[config.mk]
export PLATFORM = sky130hd
export DESIGN_NAME = fir_interpolator_x2
export DESIGN_NICKNAME = d
export VERILOG_FILES = /design/src/rtl/fir_interpolator_x2.sv
export SDC_FILE = /design/constraint.sdc
export NUM_CORES = 2
export LEC_CHECK = 0
export ABC_AREA = 0
export CAP_MARGIN = 25
export CORE_MARGIN = 5
export CORE_UTILIZATION = 59
export CTS_CLUSTER_DIAMETER = 100
export CTS_CLUSTER_SIZE = 12
export DETAILED_ROUTE_END_ITERATION = 8
export PLACE_DENSITY = 0.88
export SYNTH_ARGS = -nofsm -noshare
export SYNTH_HDL_FRONTEND = slang
export SYNTH_SLANG_ARGS = --single-unit
[constraint.sdc]
create_clock -name clk -period 17.1 [get_ports clk]
set_clock_uncertainty 0.05 [all_clocks]
set_input_delay 5.13 -clock clk [delete_from_list [all_inputs] [get_ports clk]]
set_output_delay 5.13 -clock clk [all_outputs]
set_load 0.05 [all_outputs]
[src/rtl/fir_interpolator_x2.sv]
// 2x polyphase FIR interpolator, one serial MAC, 16-bit in/out, round-half-up, saturate.
// Latency: out_valid rises TAPS+2 edges after input accept and TAPS+2 edges after the phase-0 handshake.
// Backpressure: one sample in flight; in_ready only in IDLE; OUT holds sample_out until out_ready.
module fir_interpolator_x2 #(
    parameter int NUM_COEF = 32        // even; two phases of NUM_COEF/2 taps each
) (
    input  logic               clk,
    input  logic               rst,
    input  logic signed [15:0] sample_in,
    input  logic               in_valid,
    output logic               in_ready,
    input  logic signed [15:0] coef [NUM_COEF],
    output logic signed [15:0] sample_out,
    output logic               out_valid,
    input  logic               out_ready
);

    localparam int TAPS = NUM_COEF / 2;
    localparam int TW   = $clog2(TAPS);
    localparam int KW   = $clog2(TAPS + 1);
    // 32-bit products summed over up to a few hundred taps fit with margin
    localparam int AW   = 40;

    typedef enum logic [1:0] {IDLE, MAC, ROUND, OUT} state_t;

    state_t             state;
    logic signed [15:0] x [TAPS];
    logic [KW-1:0]      k;
    logic               phase;
    logic signed [AW-1:0] acc;
    // Registered product: the multiplier output is accumulated one cycle later,
    // so MAC runs TAPS+1 cycles with the last one only draining the product.
    logic signed [31:0] prod;

    logic [TW-1:0]        k_tap;
    logic signed [15:0]   coef_sel;
    logic signed [15:0]   x_sel;
    logic signed [AW-1:0] rnd;
    logic signed [15:0]   y_sat;

    // Operand select for the current tap, and rounding/saturation of the finished sum
    always_comb begin
        k_tap    = (k < KW'(TAPS)) ? k[TW-1:0] : '0;
        coef_sel = coef[{k_tap, phase}];
        x_sel    = x[k_tap];
        rnd      = (acc + AW'(8192)) >>> 14;
        y_sat    = rnd[15:0];
        if (rnd > AW'(32767)) begin
            y_sat = 16'h7fff;
        end else if (rnd < AW'(-32768)) begin
            y_sat = 16'h8000;
        end
    end

    // Control FSM, delay line and datapath registers
    always_ff @(posedge clk) begin
        if (rst) begin
            state      <= IDLE;
            in_ready   <= 1'b1;
            out_valid  <= 1'b0;
            sample_out <= '0;
            acc        <= '0;
            prod       <= '0;
            phase      <= 1'b0;
            k          <= '0;
            for (int i = 0; i < TAPS; i++) begin
                x[i] <= '0;
            end
        end else begin
            case (state)
                IDLE: begin
                    if (in_valid && in_ready) begin
                        x[0] <= sample_in;
                        for (int i = 1; i < TAPS; i++) begin
                            x[i] <= x[i-1];
                        end
                        phase    <= 1'b0;
                        k        <= '0;
                        acc      <= '0;
                        prod     <= '0;
                        in_ready <= 1'b0;
                        state    <= MAC;
                    end
                end
                MAC: begin
                    acc  <= acc + AW'(prod);
                    prod <= 32'(coef_sel) * 32'(x_sel);
                    k    <= k + KW'(1);
                    if (k == KW'(TAPS)) begin
                        state <= ROUND;
                    end
                end
                ROUND: begin
                    sample_out <= y_sat;
                    out_valid  <= 1'b1;
                    state      <= OUT;
                end
                OUT: begin
                    if (out_ready) begin
                        out_valid <= 1'b0;
                        if (!phase) begin
                            phase <= 1'b1;
                            k     <= '0;
                            acc   <= '0;
                            prod  <= '0;
                            state <= MAC;
                        end else begin
                            in_ready <= 1'b1;
                            state    <= IDLE;
                        end
                    end
                end
                default: begin
                    state <= IDLE;
                end
            endcase
        end
    end

endmodule

==> Yosys cells after proc, flatten, opt, wreduce, memory -nomap -nowiden <==
Memories as Yosys holds them, arrays and structs flattened.
Index checks and enable logic that the tools add are counted.
{ "classes": {"n_addsub": 3, "mul": 1, "order_cmp": 4, "n_eq_ne": 9, "mux": 53, "n_bitwise": 17, "reduce_logical": 10} }
{ "ops": {"columns": ["op", "n"], "rows": [
  ["$mux 16", 20],
  ["$mux 40", 3],
  ["$pmux 40 s3", 1],
  ["$mux 32", 3],
  ["$pmux 32 s3", 1],
  ["$bmux 16 s5", 1],
  ["$add 40x15->40 const B", 1],
  ["$add 40x32->40", 1],
  ["$mul 16x16->32", 1],
  ["$gt 26x16->1 const B", 1],
  ["$lt 26x16->1 const B", 1],
  ["$or 1x1->1", 16],
  ["$mux 5", 3],
  ["$pmux 5 s3", 1],
  ["$mux 1", 12],
  ["$ne 2x2->1 const B", 5],
  ["$pmux 2 s4", 1],
  ["$reduce_and 4->1", 2],
  ["$ge 6x6->1 const B", 1],
  ["$mux 2", 3],
  ["$not 5->6", 1],
  ["$pmux 1 s2", 3],
  ["$reduce_and 3->1", 2],
  ["$add 5x1->5 const B", 1],
  ["other kinds (10)", 12]
]} }
{ "word_totals": {"ff_bits": 98, "mem_bits_rw": 256, "input_bits": 532, "output_inout_bits": 18, "elab_cells": 106, "n_memories": 1} }
{ "mem_list": {"columns": ["name", "depth", "word_bits", "read_ports", "rd_ports_with_merged_regs", "write_ports", "line", "text"], "rows": [
  ["x", 16, 16, 16, 0, 16, "27", "logic signed [15:0] x [TAPS];"]
]} }

==> Depth between registers and ports, before layout <==
{ "logic_depth": {"word_depth": 8, "mapped_depth": 34, "mapped_depth_nobuf": 31} }

==> Worst setup path after synthesis <==
OpenSTA, ideal clock, no wires.
{ "synth_timing": {"kind": "input-to-reg", "from": "input port rst", "to": "memory x[0][0] (enable)", "setup_time_ps": 663, "arrival_time_ps": 11784, "required_time_ps": 16387, "setup_slack_ps": 4603, "cell_stages": 3, "n_path_buf": 2, "cell_sequence": "clkbuf_1 -> clkbuf_1 -> nand2b_1"} }
{ "synth_rtl": {"columns": ["element", "line", "text"], "rows": [
  ["start, declared", "8", "input logic rst,"],
  ["end, declared", "27", null]
]} }

==> Final worst setup path <==
{ "layout_timing": {"from": "input port coef[53] in the netlist's numbering", "to": "register prod[30]"} }
{ "layout_via": {"elab_chain_cells": 5} }
{ "layout_rtl": {"columns": ["element", "line", "text"], "rows": [
  ["start, declared", "12", "input logic signed [15:0] coef [NUM_COEF],"],
  ["$bmux 16 s5", "44", "coef_sel = coef[{k_tap, phase}];"],
  ["$mux 16 (implied by the code) (2 in series)", "44", null],
  ["$mul 16x16->32", "87", "prod <= 32'(coef_sel) * 32'(x_sel);"],
  ["$pmux 32 s3", "70", "case (state)"],
  ["end signal, assigned", "87", null],
  ["end, declared", "33", "logic signed [31:0] prod;"]
]} }
No other way between the ends. The select of a mux whose other input is x is not followed.
A chain may end at the register's enable or synchronous reset.

==> results.yml <==
outcome:
  outcome: "completed"
worst_setup_path:
  cp_data_arrival_time_ns: 13.60
  reg2reg_from: "k[0]"
  crit_path_frequent_cell: "fa_1"
  path_delay_family: "adder cells"
  crit_cells: 26
  critPathCaptureType: "flop"
  reg2reg_depth: 30
  crit_slowest_cell: "mux4_2"
  cp_max_fo: 9
  slowest_delay_ns: 0.61
  cp_num_buf_inv: 5
  rr_endpoint: "prod[30]"
  crit_required_ns: 17.48
  r2r_slack_ns: 5.88
  setup.worst_path.start_class: "input port"
  path_class: "input port to flop"
drt:
  wl_per_cell_um: 27.3
  drc_errors: 0
  vias: 25800
  drt_first_iter_violations: 2778
  routed_wl_um: 112000
  first_pass_iters: 6
  viasPerCell: 6.33
  drtAntennaViolNets: 0
clock_network:
  cts_max_level: 2
  cts_buffer_depth: 3
  cts_made_buffers: 35
  cts-root-buf: "clkbuf_16"
  ctsResizeCount: 0
  clk_latency_ns: 0.56
  cts_setup_buffers: 0
  ctsHoldBuffers: 0
  path_clk_slew_ns: 0.06
  cts_tree: "done"
  cts_sinks: 354
sta:
  setup_viol: 0
  tns_ns: 0
  rsz0062_at_grt: "no"
  finalHoldViolations: 0
  fmax_mhz: 75.6
  min_period_ns: 13.22
  maxSlewViolCount: 0
  slew_headroom: 0.169
  post-route-period-util: 0.773
  worstMarginPinSlew_ns: 1.22
worst_hold_path:
  holdPathStages: 2
  hold_start: "prod[5]"
  whs_endpoint: "prod[5]"
  hold_class: "flop to flop"
logic_synthesis:
  ys_seq_area_frac: 0.308
  synth_top_area_cell: "edfxtp_1"
  postSynthAreaPerCell_sq_um: 10.8
  synthCells: 2901
  syn-num-nets: 3825
  ys_dominant_reg_cell: "edfxtp_1"
  synth_edf_count: 256
  synthDominantCellAreaShare: 0.245
  synth_area_leaders: "edfxtp_1, fa_1, mux4_2"
  yosysWarningCount: 0
  yosysUniqueCellTypes: 76
  netlist_area_sq_um: 31400
  ys_ff_latch: 354
  synthArstFlopShare: 0
finish:
  final_cell_mix: "clkdlybuf4s50_1, inv_1, fa_1, nor2_1, edfxtp_1"
  drive_gt1_frac: 0.0873
  regArea_sq_um: 9660
  multi_input_area_sq_um: 19900
  n_fill_cell: 3553
  syn2layout_area_growth_pct: 22.9
  final_common_cell: "clkdlybuf4s50_1"
  fin_nets: 4295
global_route:
  grt_pass1_wl_um: 167000
  antenna_found_initial: 33
  grt_max_degree: 107
  grt_overflow: 0
  grt_usage: 0.384
  grt_pass1_vias: 27300
floorplanning:
  num_io_pins: 550
  die_h_um: 241
  dieWidth_um: 241
  coreArea_sq_um: 52700
  rows: 84
  initial_utilization: 0.596
  die-area_sq_um: 57900
placement:
  routabilityCongestion: 1.03
  io_buffers: 549
  post-dp-hpwl_um: 86300
run:
  drv_cap: 0
[cells in the mapped netlist, types with 8 or more instances]
cell type  number
inv_1         316
fa_1          263
nor2_1        261
edfxtp_1      256
and2_1        176
mux4_2        160
a21oi_1       139
ha_1          129
nor2b_1       109
clkbuf_1      103
dfxtp_1        98
or2_1          90
mux2i_1        87
nand2_1        73
o21ai_1        50
buf_2          46
xnor2_1        46
o21ai_0        45
nand2b_1       41
xor2_1         39
a22oi_1        32
nand3_1        30
mux2_1         29
a21o_1         27
a221oi_1       27
nor3_1         26
o22ai_1        24
a211oi_1       17
nand4_1        17
buf_1          13
o21bai_1        9
a31oi_1         8
and3_1          8
buf_4           8
[metrics by stage]
stage               setup slack, ns  hold WS [ns]  instance area (sq um)  instances   util
finish                         3.88         0.410                  38500       4083  0.732
global route                   3.57         0.432                  38500       4076  0.732
CTS                            3.98         0.408                  38500       4062  0.730
detailed placement             3.43         0.402                  37500       4018  0.713
global placement               3.23         0.392                  37500       4017  0.712
floorplan                      4.60         0.379                  31400       2901      -
[tightest hold or removal path, cell delays in order, from the launching register on]
cell and delay [ns]:
dfxtp_1 0.31, nand2_1 0.05, a21oi_1 0.05
[layout make-up]
| cell class | count | area share |
|---|---|---|
| flip-flops and latches | 354 | 0.250 |
| inverters | 321 | 0.0313 |
| well taps | 688 | 0.0223 |
| clock inverters | 3 | 0.000974 |
| diodes | 17 | 0.00110 |
| repair buffers | 604 | 0.154 |
| multi-input cells | 2055 | 0.516 |
| clock buffers | 41 | 0.0233 |
[how the worst max path moves through the flow]
| stage | startpoint | endpoint | slack [ns] |
|---|---|---|---|
| after floorplan | rst | x[0][0] | 4.60 |
| after global placement | coef[21] | prod[28] | 3.23 |
| after detailed placement | coef[85] | prod[30] | 3.43 |
| after CTS | coef[5] | prod[30] | 3.98 |
| after global routing | coef[5] | prod[31] | 3.57 |
| final | coef[53] | prod[30] | 3.88 |
[cells by family after synthesis]
group                    count (synthesis)  share of synthesized area
multiplexers                           278                      0.154
AND/OR/NAND/NOR                        863                      0.146
AO/OA/AOI/OAI                          437                     0.0879
XOR/XNOR                                85                     0.0237
adder cells (fa/ha/maj)                392                      0.219
flip-flops                             354                      0.308
buffers and inverters                  492                     0.0619
[flip-flops by register name, summed over array words and instances, names as in the netlist]
register,cells
out_valid,1
acc,40
phase,1
x,256
in_ready,1
sample_out,16
prod,32
state,2
k,5
[per-layer routing]
metal	share of wire	GRT usage	up-vias
li1	-	-	11000
met1	0.36	0.490	12900
met2	0.47	0.608	1659
met3	0.11	0.113	287
met4	0.053	0.184	22
met5	0.0016	0	-
Power is not shown: default switching activity piles up to over one toggle a cycle in this logic, so the estimate is an artifact.
